### src/rtl/pwm_generator.sv
// pwm_generator: fixed-period PWM source whose duty is latched only at period boundaries
module pwm_generator #(
  parameter int WIDTH  = 8,
  parameter int PERIOD = 100
) (
  input  logic             clk,
  input  logic             rst_n,
  input  logic [WIDTH-1:0] duty,
  output logic [WIDTH-1:0] counter,
  output logic             pwmout,
  output logic             period_start
);
  localparam logic [WIDTH-1:0] LAST = WIDTH'(PERIOD - 1);
  logic [WIDTH-1:0] counter_q, counter_d, duty_q, duty_d;
  logic             pwm_q, pwm_d, ps_q, ps_d, wrap;
  // next state: wrap the counter, reload the duty shadow on wrap, compare against the values being loaded
  always_comb begin
    wrap      = counter_q == LAST;
    counter_d = wrap ? '0 : counter_q + 1'b1;
    duty_d    = wrap ? duty : duty_q;
    pwm_d     = counter_d < duty_d;
    ps_d      = wrap;
  end
  // state registers, cleared asynchronously
  always_ff @(posedge clk or negedge rst_n) begin
    if (!rst_n) begin
      counter_q <= '0;
      duty_q    <= '0;
      pwm_q     <= 1'b0;
      ps_q      <= 1'b0;
    end else begin
      counter_q <= counter_d;
      duty_q    <= duty_d;
      pwm_q     <= pwm_d;
      ps_q      <= ps_d;
    end
  end
  assign counter      = counter_q;
  assign pwmout       = pwm_q;
  assign period_start = ps_q;
endmodule

### config.mk
export PLATFORM = sky130hd
export DESIGN_NAME = pwm_generator
export DESIGN_NICKNAME = d
export VERILOG_FILES = /design/src/rtl/pwm_generator.sv
export SDC_FILE = /design/constraint.sdc
export NUM_CORES = 1
export LEC_CHECK = 0
export ABC_AREA = 1
export CAP_MARGIN = 10
export CORE_MARGIN = 2
export CORE_UTILIZATION = 35
export DETAILED_ROUTE_END_ITERATION = 10
export PLACE_DENSITY = 0.68
export SLEW_MARGIN = 20
export SYNTH_ARGS = -nofsm -noshare
export SYNTH_HDL_FRONTEND = slang
export SYNTH_SLANG_ARGS = --single-unit
### constraint.sdc
create_clock -name clk -period 2.7 [get_ports clk]
set_input_delay 0.54 -clock clk [delete_from_list [all_inputs] [get_ports clk]]
set_output_delay 0.54 -clock clk [all_outputs]
set_load 0.1 [all_outputs]
==> results by group <==
Outcome
  • Status: finished, final reports clean

Finish
  • Layout cell share with drive strength beyond 1: 23.8%
  • Final #Nets: 146
  • P&R area growth vs syn: 22.7%
  • Util after Layout: 45.8%
  • Antenna Cells: 0

GRT
  • Number of global-route vias before repair: 728
  • Grt met2 use: 19.7%
  • Largest net degree at the start of global routing: 19
  • Met3 Use GR: 1.86%
  • First-pass GRT wire length: 3.04 mm
  • Antenna violations before repair: 0
  • Met1 Usage GRT: 16.0%
  • Grt peak-use layer: met2
  • Congestion Overflow GR: 0
  • Total track usage: 12.2%

Synth
  • Synthesized Nets: 123
  • Post-synth EDFFs: 0
  • Flops & latches, synth: 18
  • Syn Inst Count: 105
  • Seq/Total Area, Yosys: 47.9%
  • Area share of the largest cell type after synthesis: 47.9%
  • Most frequent cells after synthesis: inv_1, dfrtp_1, nand2_1
  • Post-synthesis average cell area: 8.96 sq um
  • Syn. warnings: 0
  • Top cells by area, synth: dfrtp_1, ha_1, inv_1
  • Post-synth ARST share: 100%
  • Yosys top cell by area: dfrtp_1
  • Post-synth cell types: 21
  • Most frequent cell after synthesis: inv_1
  • Cell Area, Synth: 941 sq um
  • Synth Flop Type: dfrtp_1

Route
  • Drt pass-1 iters: 4
  • Post-Route WL: 1.63 mm
  • DRC: 0
  • Wire per inst: 10.4 microns
  • Routed Antenna Nets: 0
  • Via count: 712
  • First DRT Iteration DRCs: 6
  • Vias/cell: 4.56

Clock tree
  • CTS tree: yes
  • CTS Buf Count: 3
  • Number of hold buffers added after CTS: 0
  • Post-CTS setup buffer count: 0
  • Clock Path Buffers: 2
  • # resized after CTS: 0
  • Clk_lat worst skew: 290 ps
  • Clk slew on worst S/H paths: 100 ps
  • H-tree depth: 1
  • # clock sinks: 18
  • CTS root buf: clkbuf_4

STA
  • Slew Limit Fails: 0
  • Tcrit/Tclk final: 82.6%
  • Total Neg Setup Slack: 0 ps
  • Hold Vio Cnt, Final: 0
  • FMAX: 0.448 GHz
  • Final Skew: 8.28 ps
  • Slew HR: 44.7%
  • Final Setup Violations: 0
  • Final worst path period need: 2230 ps
  • Worst-Margin Slew: 827 ps
  • Unrepaired setup endpoints after global routing: no

Setup path
  • Critical Path Fanout Max: 11
  • Worst Path Required: 2930 ps
  • Kind of critical path: reg2reg
  • CP Launch Type: flop
  • Data arrival, critical path: 2460 ps
  • CP Capture Type: flop

Place
  • IO Port Bufs: 19
  • Hpwl dp: 1.28 mm
  • GPL Wtd Cong: 0.763

Floorplan
  • Die ar.: 3120 sq um
  • Initial Util: 37.3%
  • Die W: 55.9 microns
  • Num rows: 18
  • Core Area: 2520 sq um
  • # IOs: 20
  • Chip Height: 55.9 microns

Pwr
  • Total power: 418 uW
  • Worst vdd ir: 263 uV
  • Pwr Density: 362 nW/um^2
  • Leakage: 0.000695 uW

Worst hold path
  • Hold Path Class: reg2reg

Run
  • Max Cap Viol: 0
-- per-layer routing --
metal | vias up | wire [microns]
met4 | 0 | 11
met5 | - | 0
met1 | 327 | 774
li1 | 370 | -
met2 | 13 | 771
met3 | 2 | 68
-- critical path, cell delays in order (launching register included) --
cell and delay [ps]:
dfrtp_1 410, ha_1 240, nand2_1 90, nor2_2 40, nand2_2 210, inv_2 130
or2_2 280, o21ai_0 110, ha_1 290, a21oi_1 140, o21ai_0 100, a21oi_2 120
-- where the power goes --
group | total [uW] | internal (uW) | switching, uW
Clock | 131 | 51.8 | 78.7
Combinational | 18.1 | 11.3 | 6.76
Sequential | 269 | 269 | 0
-- stage by stage --
stage / instance area [sq um] / instances / worst slack, ps / hold WS [ps]
final: 1150 / 156 / 469 / 568
after global routing: 1150 / 156 / 244 / 606
after CTS: 1150 / 156 / 416 / 574
after detailed placement: 1130 / 153 / 436 / 552
after global placement: 1130 / 153 / 465 / 545
after floorplan: 941 / 105 / 188 / 244
-- registers in the layout, summed over array words and instances (netlist names) --
register / flops
counter: 8
duty_q: 8
period_start: 1
pwmout: 1
-- layout by cell type, fill, tap and decap left out --
cell type	n
nand2_4	1
or2_2	7
a21oi_1	5
xor2_1	2
inv_2	2
nor3_1	2
inv_1	20
nand3_1	2
buf_4	10
and3_1	1
clkdlybuf4s50_1	9
ha_1	8
o21ai_1	2
nand2_1	14
nand3_2	1
a21oi_2	1
clkbuf_4	3
nand2_2	3
nor2_1	5
dfrtp_1	18
o21ai_0	7
nor2_2	2
and2_1	1
-- final cells by class --
cell class                 instances  area (sq um)
fill                             255          1370
inverter                          22          82.6
clock buffer                       3          22.5
multi-input combinational         64           397
timing repair buffer              19           165
sequential                        18           450
tap                               30          37.5
-- cell families after synthesis --
| kind of cell | share of synthesized area [%] |
|---|---|
| xor+xnor | 1.86 |
| fa+ha+maj | 10.6 |
| flops | 47.9 |
| compound gates | 8.38 |
| buf+inv | 9.97 |
| simple gates | 21.3 |
-- final timing paths --
check / depth (start not counted) / slack, ps / endpoint / startpoint
setup / recovery: 11 / 470 / pwmout / counter[0]
hold / removal: 1 / 570 / counter[1] / counter[1]
setup reg to reg: 11 / 470 / pwmout / counter[0]
hold reg to reg: 1 / 570 / counter[1] / counter[1]
max in group asynchronous: 1 / 1470 / counter[0] / rst_n
min in group asynchronous: 1 / 710 / period_start / rst_n
(Power assumes the default switching activity.)
